### config.mk
export PLATFORM = sky130hd
export DESIGN_NAME = imm_sequencer_flat
export DESIGN_NICKNAME = d
export VERILOG_FILES = /design/src/rtl/cpu_pkg.sv /design/src/rtl/imm_sequencer_if.sv /design/src/rtl/signExtender.sv /design/src/rtl/imm_sequencer.sv /design/src/flat_wrapper.sv
export SDC_FILE = /design/constraint.sdc
export NUM_CORES = 1
export LEC_CHECK = 0
export BUFFER_PORTS_ARGS = -buffer_cell sky130_fd_sc_hd__buf_2
export CORE_ASPECT_RATIO = 0.5
export CORE_MARGIN = 2
export CORE_UTILIZATION = 37
export CTS_CLUSTER_DIAMETER = 50
export CTS_CLUSTER_SIZE = 40
export DETAILED_ROUTE_END_ITERATION = 7
export PLACE_DENSITY = 0.66
export REMOVE_ABC_BUFFERS = 1
export SYNTH_ARGS = -nofsm -noshare
export SYNTH_HDL_FRONTEND = slang
export SYNTH_SLANG_ARGS = --single-unit
export TNS_END_PERCENT = 1
### constraint.sdc
create_clock -name clk -period 1.7 [get_ports clk]
set_input_delay 0.51 -clock clk [delete_from_list [all_inputs] [get_ports clk]]
set_output_delay 0.51 -clock clk [all_outputs]
set_load 0.01 [all_outputs]
### src/rtl/cpu_pkg.sv
// Shared CPU constants and types for the immediate sequencer.
//   DATA_W   : width of a finished immediate
//   NIB_W    : width of one prefix nibble
//   MAX_NIBS : longest prefix chain that fits in DATA_W
//   COUNT_W  : width of the nibble counter (holds 0..MAX_NIBS)
//   state_t  : sequencer FSM states
package cpu_pkg;

    localparam int unsigned DATA_W   = 16;
    localparam int unsigned NIB_W    = 4;
    localparam int unsigned MAX_NIBS = DATA_W / NIB_W;
    localparam int unsigned COUNT_W  = 3;

    typedef enum logic [1:0] {
        IDLE,
        ACCUM,
        HOLD
    } state_t;

endpackage

### src/rtl/imm_sequencer_if.sv
// Nibble-in / immediate-out handshake bundle for imm_sequencer.
//   in_valid/in_ready/in_nibble/in_last : decode -> sequencer nibble stream
//   out_valid/out_ready                 : sequencer -> operand-B mux handshake
//   out_imm/out_count/overflow_err      : finished immediate and its metadata
// Modports: master = decode/consumer side, slave = sequencer side.
interface imm_sequencer_if;

    logic                        in_valid;
    logic                        in_ready;
    logic [cpu_pkg::NIB_W-1:0]   in_nibble;
    logic                        in_last;
    logic                        out_valid;
    logic                        out_ready;
    logic [cpu_pkg::DATA_W-1:0]  out_imm;
    logic [cpu_pkg::COUNT_W-1:0] out_count;
    logic                        overflow_err;

    modport master (
        output in_valid,
        output in_nibble,
        output in_last,
        output out_ready,
        input  in_ready,
        input  out_valid,
        input  out_imm,
        input  out_count,
        input  overflow_err
    );

    modport slave (
        input  in_valid,
        input  in_nibble,
        input  in_last,
        input  out_ready,
        output in_ready,
        output out_valid,
        output out_imm,
        output out_count,
        output overflow_err
    );

endinterface

### src/rtl/signExtender.sv
// Sign-extends one NIB_W-bit nibble to DATA_W bits (purely combinational).
//   din  : input nibble, two's complement
//   dout : sign-extended result
module signExtender
    import cpu_pkg::*;
(
    input  logic [NIB_W-1:0]  din,
    output logic [DATA_W-1:0] dout
);

    assign dout = {{(DATA_W - NIB_W){din[NIB_W-1]}}, din};

endmodule

### src/rtl/imm_sequencer.sv
// Builds a signed DATA_W immediate from a chain of 1..MAX_NIBS nibbles. The first nibble
// is sign-extended; each later nibble is shifted in at the LSB end. The finished value is
// held until the consumer takes it.
//   clk : rising-edge clock
//   rst : synchronous, active-high reset
//   bus : imm_sequencer_if.slave (nibble input stream and immediate output handshake)
module imm_sequencer
    import cpu_pkg::*;
(
    input logic            clk,
    input logic            rst,
    imm_sequencer_if.slave bus
);

    localparam logic [COUNT_W-1:0] LastCount = COUNT_W'(MAX_NIBS - 1);

    state_t              state_q, state_d;
    logic [DATA_W-1:0]   acc_q, acc_d;
    logic [COUNT_W-1:0]  count_q, count_d;
    logic                err_q, err_d;
    logic [DATA_W-1:0]   sext_nib;
    logic                accept;

    signExtender u_sext (
        .din  (bus.in_nibble),
        .dout (sext_nib)
    );

    always_ff @(posedge clk) begin
        if (rst) begin
            state_q <= IDLE;
            acc_q   <= '0;
            count_q <= '0;
            err_q   <= 1'b0;
        end else begin
            state_q <= state_d;
            acc_q   <= acc_d;
            count_q <= count_d;
            err_q   <= err_d;
        end
    end

    // No bypass: HOLD refuses nibbles until the result has been consumed.
    assign accept = bus.in_valid && (state_q != HOLD);

    always_comb begin
        state_d = state_q;
        acc_d   = acc_q;
        count_d = count_q;
        err_d   = err_q;
        unique case (state_q)
            IDLE: begin
                if (accept) begin
                    acc_d   = sext_nib;
                    count_d = COUNT_W'(1);
                    err_d   = 1'b0;
                    state_d = bus.in_last ? HOLD : ACCUM;
                end
            end
            ACCUM: begin
                if (accept) begin
                    // Dropped top bits are only sign copies while count stays <= MAX_NIBS.
                    acc_d   = {acc_q[DATA_W-NIB_W-1:0], bus.in_nibble};
                    count_d = count_q + COUNT_W'(1);
                    if (bus.in_last) begin
                        state_d = HOLD;
                    end else if (count_q == LastCount) begin
                        // Chain filled the word without in_last: force termination.
                        state_d = HOLD;
                        err_d   = 1'b1;
                    end
                end
            end
            HOLD: begin
                if (bus.out_ready) begin
                    state_d = IDLE;
                end
            end
            default: state_d = IDLE;
        endcase
    end

    // Result fields read as zero whenever no result is being offered.
    always_comb begin
        bus.in_ready     = (state_q != HOLD);
        bus.out_valid    = (state_q == HOLD);
        bus.out_imm      = '0;
        bus.out_count    = '0;
        bus.overflow_err = 1'b0;
        if (state_q == HOLD) begin
            bus.out_imm      = acc_q;
            bus.out_count    = count_q;
            bus.overflow_err = err_q;
        end
    end

endmodule

### src/flat_wrapper.sv
// flat-port wrapper written by rule: the top's interface ports become plain ports
module imm_sequencer_flat import cpu_pkg::*;
  (clk, rst, bus_in_valid, bus_in_nibble, bus_in_last, bus_out_ready, bus_in_ready, bus_out_valid, bus_out_imm, bus_out_count, bus_overflow_err);
  imm_sequencer_if bus_i ();
  input logic clk;
  input logic rst;
  input wire logic [$bits(bus_i.in_valid)-1:0] bus_in_valid;
  input wire logic [$bits(bus_i.in_nibble)-1:0] bus_in_nibble;
  input wire logic [$bits(bus_i.in_last)-1:0] bus_in_last;
  input wire logic [$bits(bus_i.out_ready)-1:0] bus_out_ready;
  output wire logic [$bits(bus_i.in_ready)-1:0] bus_in_ready;
  output wire logic [$bits(bus_i.out_valid)-1:0] bus_out_valid;
  output wire logic [$bits(bus_i.out_imm)-1:0] bus_out_imm;
  output wire logic [$bits(bus_i.out_count)-1:0] bus_out_count;
  output wire logic [$bits(bus_i.overflow_err)-1:0] bus_overflow_err;
  assign bus_i.in_valid = bus_in_valid;
  assign bus_i.in_nibble = bus_in_nibble;
  assign bus_i.in_last = bus_in_last;
  assign bus_i.out_ready = bus_out_ready;
  assign bus_in_ready = bus_i.in_ready;
  assign bus_out_valid = bus_i.out_valid;
  assign bus_out_imm = bus_i.out_imm;
  assign bus_out_count = bus_i.out_count;
  assign bus_overflow_err = bus_i.overflow_err;
  imm_sequencer u_core (.clk(clk), .rst(rst), .bus(bus_i));
endmodule
==> parameters.txt, run 1 <==
Parameter                              Value

Outcome
  Status ... finished, final reports clean

Power
  Pint ... 834.3 uW
  Reg power frac ... between 50% and 60%
  Power Dens Cells ... ~860 mW/mm^2
  Switching fraction of total power ... 26.12%
  Clock network fraction of design power ... between 30% and 40%
  Static power due to leakage ... just under 0.0006 uW
  Combinational Power Share ... 16.7%
  Max IR drop VDD ... ~0.36 mV
  Switching power summed over all nets ... ~290 uW

Logic synthesis
  Number of enable-type register cells in the synthesized netlist ... 0
  Mean cell area of the mapped netlist ... 8.354 um^2
  Total of flip-flops plus latches after synthesis ... 22
  Multiplexer share of the synthesized area ... 0.9434%
  Post-synthesis xor/xnor area fraction ... 0%
  Ys async rst share ... 0%
  Dominant combinational cell family by area after synthesis ... compound AO/OA/AOI/OAI gates
  Share of synthesized area occupied by flip-flops and latches ... approximately 42%
  Most used flip-flop cell after synthesis ... sky130_fd_sc_hd__dfxtp_1
  YS warnings ... 0
  Share of synthesized cell area in and, or, nand and nor gates ... 22.05%
  Share of the synthesized area in compound gates (AO/OA/AOI/OAI) ... between 20 and 25%
  Post-Synthesis Cell Area ... around 0.0011 mm^2
  Gate count after technology mapping ... around 130
  Share of synthesized cell area in full adder, half adder and majority cells ... about 2.4%
  Cell variety after synth ... 23

STA
  Hold violation count in the final report ... 0
  Achievable frequency ... just over 600 MHz
  Final setup viols ... 0
  Total negative slack for setup checks ... 0 ps
  Layout Skew ... between 2 and 2.5 ps
  Final critical-path share of the clock period ... 95.94%
  Fin worst setup slack ... roughly 70 ps
  Worst Tran Pin Value ... slightly below 600 ps
  Clock period minus final worst setup slack ... ~1600 ps
  Number of max-slew violations in the final report ... 0
  Relative slew slack ... between 60 and 70%
  Unrepaired setup endpoints after global routing ... false
  WHS ... 456.5 ps

Layout
  Syn-to-layout area delta ... 24.29%
  Area of the multi-input gates ... 518.0 um^2
  Final instance area ... between 0.001 and 0.0015 mm^2
  Commonest cells after routing, fill and taps aside ... 30 x sky130_fd_sc_hd__buf_2, 29 x sky130_fd_sc_hd__nor2_1, 21 x sky130_fd_sc_hd__dfxtp_1, 14 x sky130_fd_sc_hd__inv_1, 11 x sky130_fd_sc_hd__nand2_1
  Count of fill cells added during filler insertion ... ~270
  Count of antenna diodes in the layout ... 0
  Proportion of layout cells with a drive suffix above 1 ... approximately a third
  Most common cell after layout, fill and taps aside ... sky130_fd_sc_hd__buf_2
  FF/Latch Area ... between 400 and 500 um^2
  Final net count ... roughly 170

Die
  Die X-Extent ... roughly 80 um
  Initial core utilization ... around two fifths
  Die Y-Extent ... between 40 and 50 um
  Placeable core region ... between 0.002 and 0.003 mm^2
  Area of the die ... approximately 0.0033 mm^2
  Number of placement rows ... 13
  I/O pins ... 31

Critical path
  Worst path cell trace ... nand2b_4, buf_6, nor2_1, buf_2
  Startpoint type of the worst setup path ... register
  Worst path buffer plus inverter count ... 2
  Top Family by Delay on Critical Path ... flip-flops
  Worst path arrival time ... around 1100 ps
  Endpoint type of the worst setup path ... output port
  Critical path start-end classification ... register to output port
  Slowest stage cell, crit path ... sky130_fd_sc_hd__dfxtp_1
  Biggest fanout along the worst timing path ... 8
  Required arrival time at the worst endpoint ... approximately 1200 ps
  Critical path's largest stage delay ... between 300 and 400 ps

GRT
  Overall overflow remaining after global route ... 0
  First-pass GRT wire length ... between 3000 and 4000 um
  Vias in the first global route ... slightly above 800
  Antenna violations before repair ... 0
  Pin count of the biggest net entering global routing ... 20
  Total track usage ... between 10% and 20%

Detailed routing
  DRT Wirelength ... between 2000 and 2500 um
  DRC violations left ... 0
  Remaining antenna violation count ... 0
  Ratio of routed vias to standard cells ... roughly 4.7
  Routed len/inst ... 11.46 um
  Count of vias placed by the detailed router ... approximately 920
  DR pass1 iterations ... 4
  1st-iter DRT viols ... just under 60

Clock network
  Maximum level of the CTS H-tree ... 1
  Root Buffer Master ... sky130_fd_sc_hd__clkbuf_8
  # Post-CTS Setup Buffers ... 0
  Clock transition at the registers of the reported paths ... around 80 ps
  Clock tree from TritonCTS ... yes
  Number of buffers inserted by hold repair at cts ... 0
  Clock insertion delay at the later pin of the skew report ... ~260 ps
  Total clock buffers created by CTS ... 3
  Clock Sinks ... 22
  CTS Buffer Depth ... 2

Placed design
  Count of buffers from port buffering ... 30
  Post-place instance area ... ~0.0012 mm^2
  Worst-case setup slack after placement ... about 140 ps
  Detail Placement HPWL ... roughly 1500 um
  RD Place Congestion ... about 0.72

Hold path
  Path category of the worst min-delay check ... register to register

Flow run
  Max-cap violations ... 0
-- registers in the layout (all words and copies together), names as in the netlist --
signal,count
u_core.count_q,3
u_core.err_q,1
u_core.state_q,2
u_core.acc_q,16
-- per-stage QoR --
step / utilization [%] / cells / total power, uW
2_1_floorplan: - / 117 / 704.5
6_report: 49.74 / 194 / 1129
3_3_place_gp: 46.72 / 189 / 760.7
3_5_place_dp: 46.72 / 189 / 765.0
4_1_cts: 48.99 / 193 / 1135
5_1_grt: 49.74 / 194 / 1193
-- final cells by class --
type | count | area share [%]
Sequential cell | 22 | 33.49
Clock buffer | 4 | 4.175
Tap cell | 37 | 3.510
Inverter | 15 | 4.459
Multi-Input combinational cell | 80 | 39.28
Timing Repair Buffer | 36 | 15.09
-- kinds of logic (layout without fill, tap and decap cells) --
group                    count (synthesis)  count (layout)
flip-flops                              22              22
multiplexers                             1               1
AND/OR/NAND/NOR                         54              54
buffers and inverters                   25              55
AO/OA/AOI/OAI                           23              23
adder cells (fa/ha/maj)                  2               2
-- layer usage --
| metal | vias to the layer above | GRT usage (%) | wire (um) |
|---|---|---|---|
| li1 | 477 | - | - |
| met1 | 427 | 17.64 | 1017 |
| met2 | 13 | 22.86 | 1104 |
| met3 | 4 | 3.913 | 65 |
| met4 | 0 | 6.102 | 36 |
| met5 | - | 0 | 0 |
-- Yosys cell counts, types with 2 or more instances --
cell	instances	area, um^2
sky130_fd_sc_hd__nor2_1	30	112.6
sky130_fd_sc_hd__dfxtp_1	22	440.4
sky130_fd_sc_hd__inv_1	14	52.55
sky130_fd_sc_hd__nand2_1	11	41.29
sky130_fd_sc_hd__a311oi_2	10	150.1
sky130_fd_sc_hd__and2_1	7	43.79
sky130_fd_sc_hd__a21oi_1	6	30.03
sky130_fd_sc_hd__buf_2	5	25.02
sky130_fd_sc_hd__clkbuf_1	3	11.26
sky130_fd_sc_hd__a21o_1	2	15.01
sky130_fd_sc_hd__a311oi_1	2	17.52
sky130_fd_sc_hd__buf_6	2	22.52
sky130_fd_sc_hd__ha_1	2	25.02
sky130_fd_sc_hd__nand2b_1	2	12.51
-- what timing repair did --
item / in CTS / in global routing
setup endpoints to repair: 1 / 17
cloned: 0 / 1
resized for setup: 2 / 6
-- worst register-to-register path: cells and delay by family (launching register included) --
family	cells	cell delay, ps
AOI/OAI and AO/OA	2	690
buffers and inverters	1	270
DFF	1	330
and+or+nand+nor	1	70
-- power by group through the flow --
| stage | combinational (uW) | clock, uW | sequential [uW] |
|---|---|---|---|
| 2_1_floorplan | 118 | 0 | 587 |
| 3_3_place_gp | 180 | 0 | 581 |
| 3_5_place_dp | 182 | 0 | 583 |
| 4_1_cts | 185 | 380 | 571 |
| 5_1_grt | 210 | 406 | 577 |
| 6_report | 188 | 370 | 571 |
-- final timing paths --
kind | slack (ps) | startpoint | depth (start not counted) | to
hold reg to reg | 460 | u_core.acc_q[0] | 2 | u_core.acc_q[0]
setup / recovery | 70 | u_core.state_q[0] | 4 | bus_out_imm[11]
setup reg to reg | 250 | u_core.state_q[0] | 4 | u_core.acc_q[7]
hold / removal | 460 | u_core.acc_q[0] | 2 | u_core.acc_q[0]
Power figures use the tool's default switching activity.
==> run 2: changes to the inputs <==
CORE_ASPECT_RATIO = default   (was 0.5)
CORE_UTILIZATION = 50   (was 37)
MAX_ROUTING_LAYER = met4   (was default)
PLACE_DENSITY = 0.84   (was 0.66)
==> parameters.txt, run 2 (synthesized netlist as in run 1, its figures left out) <==
Parameter                              Value

Outcome
  Status ... finished, final reports clean

Critical path
  Endpoint type of the worst setup path ... output port
  Top Family by Delay on Critical Path ... flip-flops
  Critical path's largest stage delay ... about 340 ps
  Required arrival time at the worst endpoint ... around 1200 ps
  Path depth of the worst reg2reg path ... 4
  Critical path start-end classification ... register to output port
  Biggest fanout along the worst timing path ... 7
  Instance count on the critical path ... 4
  Startpoint type of the worst setup path ... register
  Worst path arrival time ... approximately 1200 ps
  Slowest stage cell, crit path ... sky130_fd_sc_hd__dfxtp_2
  Worst path buffer plus inverter count ... 2
  Worst path cell trace ... nand2b_4, buf_8, nor2_1, buf_2

STA
  WHS ... ~420 ps
  Hold violation count in the final report ... 0
  Clock period minus final worst setup slack ... between 1500 and 2000 ps
  Achievable frequency ... between 500 and 600 MHz
  Final setup viols ... 0
  Number of max-slew violations in the final report ... 0
  Final critical-path share of the clock period ... just under 100%
  Total negative slack for setup checks ... 0 ps
  Relative slew slack ... 62.94%
  Worst Tran Pin Value ... about 560 ps
  Layout Skew ... a little under 9 ps
  Unrepaired setup endpoints after global routing ... true

Detailed routing
  DR pass1 iterations ... 4
  Count of vias placed by the detailed router ... 912
  DRC violations left ... 0
  Ratio of routed vias to standard cells ... roughly 5
  1st-iter DRT viols ... 10
  Routed len/inst ... around 12 um
  Remaining antenna violation count ... 0
  DRT Wirelength ... approximately 2200 um

Layout
  Commonest cells after routing, fill and taps aside ... 29 x sky130_fd_sc_hd__buf_2, 20 x sky130_fd_sc_hd__nor2_1, 20 x sky130_fd_sc_hd__dfxtp_1, 14 x sky130_fd_sc_hd__inv_1, 11 x sky130_fd_sc_hd__nand2_1
  Syn-to-layout area delta ... 25.00%
  Number of flip-flops in the largest register ... 16
  Post-route core utilization ... approximately two thirds
  Final net count ... between 150 and 200
  Most flops, register ... u_core.acc_q
  Count of antenna diodes in the layout ... 0
  Most common cell after layout, fill and taps aside ... sky130_fd_sc_hd__buf_2
  Largest registers ... u_core.acc_q (16), u_core.count_q (3), u_core.state_q (2)
  Proportion of layout cells with a drive suffix above 1 ... 41.03%

Die
  Initial core utilization ... 53.54%
  Number of placement rows ... 16
  Die X-Extent ... 50.07 um
  Die Y-Extent ... between 50 and 60 um
  Area of the die ... about 0.0025 mm^2
  Placeable core region ... a little under 0.002 mm^2
  I/O pins ... 31

Flow run
  Max-cap violations ... 0

Clock network
  Clock transition at the registers of the reported paths ... 130 ps
  CTS Buffer Depth ... 2
  Maximum level of the CTS H-tree ... 1
  Clock tree from TritonCTS ... yes
  Root Buffer Master ... sky130_fd_sc_hd__clkbuf_4
  Total clock buffers created by CTS ... 3
  Clock Sinks ... 22
  Clock insertion delay at the later pin of the skew report ... 310 ps
  # Post-CTS Setup Buffers ... 0

GRT
  Total track usage ... approximately a fifth
  Antenna violations before repair ... 0
  Overall overflow remaining after global route ... 0
  Vias in the first global route ... between 800 and 900
  Met1 GRT Util ... 22.05%
  Met3 usage ... ~3%
  Layer carrying the most global-route usage ... met2
  Pin count of the biggest net entering global routing ... 26
  Met2 usage ... between 30% and 40%
  First-pass GRT wire length ... approximately 3500 um

Power
  Max IR drop VDD ... ~0.53 mV
  Power Dens Cells ... roughly 800 mW/mm^2
  Static power due to leakage ... slightly below 0.0006 uW

Placed design
  Detail Placement HPWL ... ~1500 um
  Count of buffers from port buffering ... 30
  RD Place Congestion ... 0.7734

Hold path
  Worst hold stages ... 2
  Path category of the worst min-delay check ... primary input to register
-- run 2: layer usage --
layer / wire length, um / share of wire [%]
met2: 1108 / 51
met1: 919 / 43
met4: 9 / 0.42
met3: 121 / 5.6
met5: 0 / 0
-- run 2: final timing paths --
path,slack [ps],start,to
worst min-delay path,420,bus_in_valid,u_core.state_q[0]
worst min register to register,460,u_core.count_q[2],u_core.count_q[2]
worst max register to register,230,u_core.state_q[0],u_core.acc_q[4]
worst max-delay path,9,u_core.state_q[0],bus_out_imm[9]
-- run 2: where the power goes --
part | internal (uW) | total [uW] | switching [uW]
registers | 553 | 574 | 20.4
clock network | 131 | 290 | 159
logic | 77.9 | 197 | 119
-- run 2: timing repair --
action	4_1_cts	5_1_grt
cloned	0	0
resized for setup	2	18
pin swaps	0	3
hold buffers	0	0
setup endpoints to repair	20	21
-- run 2: layout make-up --
cell class,instances,area (um^2)
inverter,15,58.81
multi-input combinational,80,545.5
clock buffer,4,36.28
sequential,22,442.9
timing repair buffer,35,209.0
fill,176,655.6
tap,27,33.78
-- run 2: metrics by stage --
stage	cells	power, uW	worst slack [ps]	cell area [um^2]
floorplan	117	704.5	-1033	1002
global placement	179	756.5	193.8	1226
detailed placement	179	764.6	139.7	1226
CTS	183	1054	4.832	1271
global route	183	1128	-67.08	1326
finish	183	1061	9.261	1326
==> run 3: changes to the inputs <==
PLACE_DENSITY = 0.78   (was 0.84)
==> parameters.txt, run 3 (synthesized netlist as in run 1, its figures left out) <==
Parameter                              Value

Power
  Power Dens Cells ... between 800 and 900 mW/mm^2
  Static power due to leakage ... about 0.00058 uW
  Power, Total ... approximately 1100 uW
  Max IR drop VDD ... roughly 0.48 mV

Die
  Die Y-Extent ... 50.07 um
  Number of placement rows ... 16
  Initial core utilization ... 53.54%
  Placeable core region ... about 0.0020 mm^2
  Area of the die ... roughly 0.0025 mm^2
  I/O pins ... 31
  Die X-Extent ... between 50 and 60 um

Clock network
  Clock Sinks ... 22
  Clock insertion delay at the later pin of the skew report ... between 300 and 400 ps
  Total clock buffers created by CTS ... 3
  Clock transition at the registers of the reported paths ... ~120 ps
  Maximum level of the CTS H-tree ... 1
  Clock tree from TritonCTS ... yes
  Root Buffer Master ... sky130_fd_sc_hd__clkbuf_4
  CTS Buffer Depth ... 2

Hold path
  Path category of the worst min-delay check ... primary input to register

Critical path
  Required arrival time at the worst endpoint ... 1190 ps
  Critical path's largest stage delay ... ~340 ps
  Worst path cell trace ... nand2b_4, buf_4, nor2_1, buf_2
  Endpoint type of the worst setup path ... output port
  Top Family by Delay on Critical Path ... flip-flops
  Worst path buffer plus inverter count ... 2
  Worst path arrival time ... about 1200 ps
  Biggest fanout along the worst timing path ... 5
  Critical path start-end classification ... register to output port
  Slowest stage cell, crit path ... sky130_fd_sc_hd__dfxtp_2
  Startpoint type of the worst setup path ... register

Detailed routing
  Ratio of routed vias to standard cells ... ~4.9
  DR pass1 iterations ... 4
  Remaining antenna violation count ... 0
  Count of vias placed by the detailed router ... approximately 900
  Routed len/inst ... around 11 um
  DRT Wirelength ... 2008 um
  1st-iter DRT viols ... 10
  DRC violations left ... 0

Layout
  Most flops, register ... u_core.acc_q
  Count of antenna diodes in the layout ... 0
  Syn-to-layout area delta ... 22.52%
  Most common cell after layout, fill and taps aside ... sky130_fd_sc_hd__buf_2
  Proportion of layout cells with a drive suffix above 1 ... around 40%
  Number of flip-flops in the largest register ... 16
  Largest registers ... u_core.acc_q (16), u_core.count_q (3), u_core.state_q (2)
  Post-route core utilization ... 65.59%
  Commonest cells after routing, fill and taps aside ... 30 x sky130_fd_sc_hd__buf_2, 23 x sky130_fd_sc_hd__nor2_1, 20 x sky130_fd_sc_hd__dfxtp_1, 14 x sky130_fd_sc_hd__inv_1, 11 x sky130_fd_sc_hd__nand2_1
  Final net count ... roughly 170

Placed design
  RD Place Congestion ... between 0.7 and 0.8
  Detail Placement HPWL ... 1450 um
  Worst-case setup slack after placement ... around 130 ps
  Count of buffers from port buffering ... 30

STA
  Worst Tran Pin Value ... approximately 560 ps
  Achievable frequency ... around 600 MHz
  Final setup viols ... 0
  Fin worst setup slack ... between 20 and 30 ps
  Layout Skew ... just under 8 ps
  Final critical-path share of the clock period ... between 90% and 100%
  Unrepaired setup endpoints after global routing ... true
  Number of max-slew violations in the final report ... 0
  Clock period minus final worst setup slack ... 1674 ps
  Hold violation count in the final report ... 0
  Total negative slack for setup checks ... 0 ps
  Relative slew slack ... 62.48%

Outcome
  Status ... finished, final reports clean

GRT
  Met2 usage ... 32.02%
  Vias in the first global route ... a little over 800
  Layer carrying the most global-route usage ... met2
  First-pass GRT wire length ... roughly 3400 um
  Total track usage ... 17.95%
  Pin count of the biggest net entering global routing ... 24
  Antenna violations before repair ... 0
  Overall overflow remaining after global route ... 0
  Met3 usage ... 2.727%
  Met1 GRT Util ... about a fifth

Flow run
  Max-cap violations ... 0
run 3: cell counts in the layout (fill, tap and decap cells not counted):
Identical to the previous run, type by type.
run 3: cell type report:
class | instances | area (um^2)
clock buffers | 4 | 36.28
well taps | 27 | 33.78
flip-flops and latches | 22 | 442.9
repair buffers | 35 | 195.2
fillers | 179 | 681.9
inverters | 15 | 58.81
multi-input cells | 80 | 533.0
run 3: routing by layer:
metal	routed length, um	part of all wire (%)
met4	21	1.0
met5	0	0
met2	1033	51
met1	860	43
met3	93	4.6
run 3: timing repair:
item,4_1_cts,5_1_grt
gates cloned,0,0
setup endpoints to repair,20,20
buffers inserted,0,0
hold buffers,0,0
endpoints found under the hold margin,0,0
gates resized for setup,3,10
run 3: per-stage QoR:
stage	area (um^2)	hold WS, ps	cells
2_1_floorplan	1002	425.8	117
3_3_place_gp	1226	439.0	179
3_5_place_dp	1226	444.6	179
4_1_cts	1275	422.6	183
5_1_grt	1300	421.3	183
6_report	1300	426.6	183
run 3: where the power goes:
part	internal, uW	total (uW)	switching [uW]
logic	75.4	190	114
clock network	131	289	158
registers	553	572	19.1
run 3: path summary, 6_finish.rpt:
check                       to              start  cells past startpoint  slack [ps]
max             bus_out_imm[2]  u_core.state_q[0]                      4          30
min          u_core.state_q[0]       bus_in_valid                      2         430
max reg2reg    u_core.acc_q[5]  u_core.state_q[0]                      4         230
min reg2reg  u_core.count_q[2]  u_core.count_q[2]                      2         460
